### config.mk
export PLATFORM = sky130hd
export DESIGN_NAME = gpr_read_arb
export DESIGN_NICKNAME = d
export VERILOG_FILES = /design/src/rtl/gpr_pkg.sv /design/src/rtl/rr_arb3.sv /design/src/rtl/gpr_read_arb.sv
export SDC_FILE = /design/constraint.sdc
export NUM_CORES = 1
export LEC_CHECK = 0
export BUFFER_PORTS_ARGS = -buffer_cell sky130_fd_sc_hd__buf_4
export CAP_MARGIN = 20
export CORE_ASPECT_RATIO = 0.6
export CORE_MARGIN = 2
export CORE_UTILIZATION = 45
export CTS_BUF_LIST = sky130_fd_sc_hd__clkbuf_4
export DETAILED_ROUTE_END_ITERATION = 8
export GPL_ROUTABILITY_DRIVEN = 0
export PLACE_DENSITY = 0.84
export SLEW_MARGIN = 10
export SYNTH_ARGS = -nofsm -noshare
export SYNTH_HDL_FRONTEND = slang
export SYNTH_SLANG_ARGS = --single-unit
### constraint.sdc
create_clock -name clk -period 1.7 [get_ports clk]
set_input_delay 0.51 -clock clk [delete_from_list [all_inputs] [get_ports clk]]
set_output_delay 0.51 -clock clk [all_outputs]
set_load 0.02 [all_outputs]
### src/rtl/gpr_pkg.sv
// Shared types and default sizes for the GPR read arbiter and its round-robin picker.
package gpr_pkg;

  localparam int NUM_GPR   = 13;
  localparam int GPR_IDX_W = 4;
  localparam int GPR_DW    = 32;

  typedef enum logic [1:0] {
    IDLE = 2'd0,
    CAPT = 2'd1,
    RESP = 2'd2
  } state_t;

  typedef enum logic [1:0] {
    REQ_A = 2'd0,
    REQ_B = 2'd1,
    REQ_D = 2'd2
  } req_id_t;

  // Requester that gets first look after id has been served; D is skipped when the debug port is off.
  function automatic req_id_t next_req(req_id_t id, logic dbg_en);
    req_id_t nxt;
    case (id)
      REQ_A:   nxt = REQ_B;
      REQ_B:   if (dbg_en) nxt = REQ_D; else nxt = REQ_A;
      default: nxt = REQ_A;
    endcase
    return nxt;
  endfunction

endpackage

### src/rtl/rr_arb3.sv
// Three-way round-robin picker: the first active request at or after ptr wins (one-hot grant).
module rr_arb3
  import gpr_pkg::*;
(
  input  logic [2:0] req,
  input  req_id_t    ptr,
  output logic [2:0] gnt
);

  always_comb begin
    logic       found;
    logic [1:0] pos;
    // NOTE: every variable written here gets a default first, so no path can leave it unassigned and infer a latch.
    gnt   = '0;
    found = 1'b0;
    pos   = 2'd0;
    for (int k = 0; k < 3; k++) begin
      pos = 2'((int'(ptr) + k) % 3);
      if (!found && req[pos]) begin
        gnt[pos] = 1'b1;
        found    = 1'b1;
      end
    end
  end

endmodule

### src/rtl/gpr_read_arb.sv
// Three-requester read arbiter in front of GPR_MUX: grant, drive sel, capture and return data.
// Define GPR_ARB_DBG_EN to let the debug requester (D) join the round-robin.
module gpr_read_arb #(
  parameter int NUM_GPR = gpr_pkg::NUM_GPR,
  parameter int DW      = gpr_pkg::GPR_DW
) (
  input  logic                           clk,
  input  logic                           rst_n,
  input  logic                           a_req,
  input  logic                           b_req,
  input  logic                           d_req,
  input  logic [gpr_pkg::GPR_IDX_W-1:0]  a_idx,
  input  logic [gpr_pkg::GPR_IDX_W-1:0]  b_idx,
  input  logic [gpr_pkg::GPR_IDX_W-1:0]  d_idx,
  output logic                           a_gnt,
  output logic                           b_gnt,
  output logic                           d_gnt,
  output logic                           a_rvalid,
  output logic                           b_rvalid,
  output logic                           d_rvalid,
  output logic [DW-1:0]                  rdata,
  output logic                           err,
  output logic [gpr_pkg::GPR_IDX_W-1:0]  sel,
  input  logic [DW-1:0]                  mux_data
);

  import gpr_pkg::*;

`ifdef GPR_ARB_DBG_EN
  localparam logic DBG_EN = 1'b1;
`else
  localparam logic DBG_EN = 1'b0;
`endif

  localparam int IW = GPR_IDX_W;

  state_t          state_q, state_d;
  req_id_t         rr_ptr_q, win_q, pick_id;
  logic [IW-1:0]   idx_q, pick_idx;
  logic [DW-1:0]   rdata_q;
  logic [2:0]      req_vec, pick;
  logic            idx_legal;

  // With the debug port disabled d_req is masked here, so D can never win.
  assign req_vec   = {d_req & DBG_EN, b_req, a_req};
  assign idx_legal = int'(idx_q) < NUM_GPR;

  rr_arb3 u_rr_arb3 (
    .req (req_vec),
    .ptr (rr_ptr_q),
    .gnt (pick)
  );

  always_comb begin
    pick_id  = REQ_A;
    pick_idx = a_idx;
    if (pick[1]) begin
      pick_id  = REQ_B;
      pick_idx = b_idx;
    end else if (pick[2]) begin
      pick_id  = REQ_D;
      pick_idx = d_idx;
    end
  end

  always_comb begin
    state_d  = state_q;
    a_gnt    = 1'b0;
    b_gnt    = 1'b0;
    d_gnt    = 1'b0;
    a_rvalid = 1'b0;
    b_rvalid = 1'b0;
    d_rvalid = 1'b0;
    err      = 1'b0;
    case (state_q)
      IDLE: if (|req_vec) state_d = CAPT;
      CAPT: begin
        state_d = RESP;
        a_gnt   = (win_q == REQ_A);
        b_gnt   = (win_q == REQ_B);
        d_gnt   = DBG_EN && (win_q == REQ_D);
      end
      RESP: begin
        state_d  = IDLE;
        a_rvalid = (win_q == REQ_A);
        b_rvalid = (win_q == REQ_B);
        d_rvalid = DBG_EN && (win_q == REQ_D);
        err      = !idx_legal;
      end
      default: state_d = IDLE;
    endcase
  end

  // NOTE: state registers use non-blocking assignments so every flop samples pre-edge values.
  always_ff @(posedge clk or negedge rst_n) begin
    if (!rst_n) begin
      state_q  <= IDLE;
      rr_ptr_q <= REQ_A;
      win_q    <= REQ_A;
      idx_q    <= '0;
      rdata_q  <= '0;
    end else begin
      state_q <= state_d;
      if (state_q == IDLE && |req_vec) begin
        win_q <= pick_id;
        idx_q <= pick_idx;
      end
      // Out-of-range indices return zero rather than whatever the mux presents.
      if (state_q == CAPT) rdata_q <= idx_legal ? mux_data : '0;
      if (state_q == RESP) rr_ptr_q <= next_req(win_q, DBG_EN);
    end
  end

  assign sel   = idx_q;
  assign rdata = rdata_q;

endmodule

==> results.sh <==
export IMPL_status="finished with violations"
export IMPL_failed_checks="negative setup slack"
export IMPL_min_period_over_period=1.03
export IMPL_fin_total_pwr_uw=4770
export IMPL_finClkSkew_ns=0.0122
export IMPL_r2r_start="sel[2]"
export IMPL_start_util=0.484
export IMPL_worstSetupStartpoint="state_q[0]"
export IMPL_syn_inst=121
export IMPL_hold_path_class="input port to asynchronous set/reset pin"
export IMPL_rows=16
export IMPL_fp_coreArea_sq_mm=0.00336
export IMPL_critPathKind="flop to primary output"
export IMPL_p_seq_frac=0.352
export IMPL_crit_path_start_kind="flop"
export IMPL_clock_latency_ns=0.34
export IMPL_hpwl_um=2940
export IMPL_syn_area_sq_mm=0.00163
export IMPL_ys_seq_area_frac=0.631
export IMPL_clock_root_buffer="clkbuf_4"
export IMPL_cts_sinks=41
export IMPL_layout_cells_non_filler=260
export IMPL_multi_input_area_sq_um=533
export IMPL_internal_power_uw=2840
export IMPL_setup_viol=4
export IMPL_drv_slew=0
export IMPL_comb_power_share=0.555
export IMPL_cts_tree="built"
export IMPL_viasPerCell=5.31
export IMPL_final_common_cell="buf_4"
export IMPL_synth_seq_cells=41
export IMPL_die_x_um=81.6
export IMPL_path_clk_slew_ns=0.12
export IMPL_dr_pass1_iters=4
export IMPL_numCtsBuffers=5
export IMPL_regArea_sq_mm=0.00103
export IMPL_fillers=237
export IMPL_dp_cells=244
export IMPL_fmax_mhz=569
export IMPL_post_place_ws_ns=0.172
export IMPL_cellPowerDensity_mw_per_mm2=1980
export IMPL_hold_buffers=0
export IMPL_ir_worst_vdd_mv=0.917
export IMPL_power_leakage_uw=0.00124
export IMPL_grt_pass1_vias=1391
export IMPL_synthToLayoutAreaGrowth_pct=47.9
export IMPL_power_switching_uw=1930
export IMPL_clkPwrFrac=0.093
export IMPL_gr_total_overflow=0
export IMPL_grt_pass1_wl_um=6320
export IMPL_drive_gt1_frac=0.516
export IMPL_critPathMaxFanout=4
export IMPL_grtUsageTotal=0.211
export IMPL_antenna_found_initial=0
export IMPL_ios=92
export IMPL_drtIter0Drc=72
export IMPL_grt_max_degree=42
export IMPL_critPathArrivalTime_ns=1.25
export IMPL_drcViolationCount=0
export IMPL_cp_end_kind="primary output"
export IMPL_die_area_sq_mm=0.00413
export IMPL_wl_um=4060
export IMPL_portBuffers=84
export IMPL_switching_share=0.405
export IMPL_fin_ws_ns=-0.0579
export IMPL_r2r_cells=8
export IMPL_final_util=0.715
export IMPL_ys_types=25
export IMPL_antenna_cells=0
export IMPL_vias=1381
export IMPL_rsz0062_at_grt="yes"
export IMPL_detail_route_wl_per_cell_um=15.6
export IMPL_cap_viol_max_count=0
export IMPL_finalCriticalPeriod_ns=1.76
export IMPL_reg2reg_to="rdata[20]"
export IMPL_hold_viol_final=0
export IMPL_nets=263
export IMPL_regToRegSetupSlack_ns=0.08
export IMPL_avgSynthCellArea_sq_um=13.4
export IMPL_h_tree_depth=2
export IMPL_cts_max_path_buffers=2
export IMPL_worstPathRequired_ns=1.19
export IMPL_final_cell_mix="buf_4 (91), dfrtp_1 (40), a22o_1 (32)"
export IMPL_ys_warn_count=0
export IMPL_fp_dieH_um=50.6
export IMPL_endpoint="a_rvalid"
export IMPL_ant_nets=0
## layout make-up
| class | instances | area share |
|---|---|---|
| clock buffer | 5 | 0.0156 |
| clock inverter | 3 | 0.00520 |
| inverter | 3 | 0.00468 |
| multi-input combinational | 68 | 0.222 |
| sequential | 41 | 0.427 |
| tap | 45 | 0.0234 |
| timing repair buffer | 95 | 0.303 |
## worst max-delay path, stage by stage (launching register included)
cell      delay [ns]
dfrtp_1         0.40
nand2b_4        0.17
nor3_4          0.19
buf_6           0.14
## power groups by stage
stage | logic (uW) | clock network (uW) | registers (uW)
after global routing | 2830 | 508 | 1730
after CTS | 2630 | 463 | 1680
after detailed placement | 2410 | 0 | 1690
after floorplan | 1140 | 0 | 2110
final | 2650 | 445 | 1680
after global placement | 2320 | 0 | 1670
## cells by family after synthesis
group,Yosys count,share of synthesized area
AOI/OAI and AO/OA,47,0.228
DFF,41,0.631
and+or+nand+nor,19,0.0700
buffers and inverters,13,0.0692
other,1,0.00231
## cell usage after synthesis
| master | instances | share of area |
|---|---|---|
| dfrtp_1 | 41 | 0.63 |
| a22o_1 | 32 | 0.17 |
| a21oi_1 | 4 | 0.012 |
| a31oi_1 | 4 | 0.015 |
| buf_8 | 4 | 0.037 |
| nand3_1 | 4 | 0.012 |
| nor2_1 | 4 | 0.0092 |
| o21ai_0 | 4 | 0.012 |
| buf_2 | 3 | 0.0092 |
| nand2b_1 | 3 | 0.012 |
| buf_4 | 2 | 0.0092 |
| inv_1 | 2 | 0.0046 |
| nor3_1 | 2 | 0.0062 |
| a21o_1 | 1 | 0.0046 |
| a32o_1 | 1 | 0.0062 |
| and2_1 | 1 | 0.0038 |
| buf_6 | 1 | 0.0069 |
| conb_1 | 1 | 0.0023 |
| inv_2 | 1 | 0.0023 |
| nand2_1 | 1 | 0.0023 |
| nand2b_4 | 1 | 0.0085 |
| nor2b_1 | 1 | 0.0038 |
| nor2b_4 | 1 | 0.0085 |
| o211ai_1 | 1 | 0.0046 |
| or2_1 | 1 | 0.0038 |
## registers in the layout, indices dropped and copies added (netlist names)
name,count
rdata,32
state_q,2
rr_ptr_q,1
win_q,2
sel,4
## stage by stage
stage	TNS [ns]	instance area, sq um	hold WS (ns)
finish	-0.150	2410	0.108
global route	-0.463	2410	0.140
CTS	-0.218	2390	0.121
detailed placement	0	2240	0.493
global placement	0	2240	0.482
floorplan	0	1640	0.214
## worst min path at each step
stage                            from           to  cells past startpoint  slack (ns)
after floorplan                 rst_n     rdata[0]                      0        0.21
after global placement    rr_ptr_q[0]  rr_ptr_q[0]                      1        0.48
after detailed placement    rdata[29]    rdata[29]                      1        0.49
after CTS                       rst_n    rdata[13]                      1        0.12
after global routing            rst_n       sel[2]                      1        0.14
final                           rst_n    rdata[13]                      1        0.11
## per-layer routing
layer / GRT usage / vias to the layer above / part of all wire
met4: 0.0917 / 0 / 0.011
met1: 0.241 / 680 / 0.41
met3: 0.0719 / 5 / 0.086
li1: - / 635 / -
met2: 0.359 / 61 / 0.49
met5: 0 / - / 0
## timing repair
action,CTS,global route
setup endpoints to repair,5,23
pin swaps,4,2
resized for setup,9,4
setup buffers,8,0
gates cloned,0,0
Note: power is estimated with default switching activity, not from simulation.
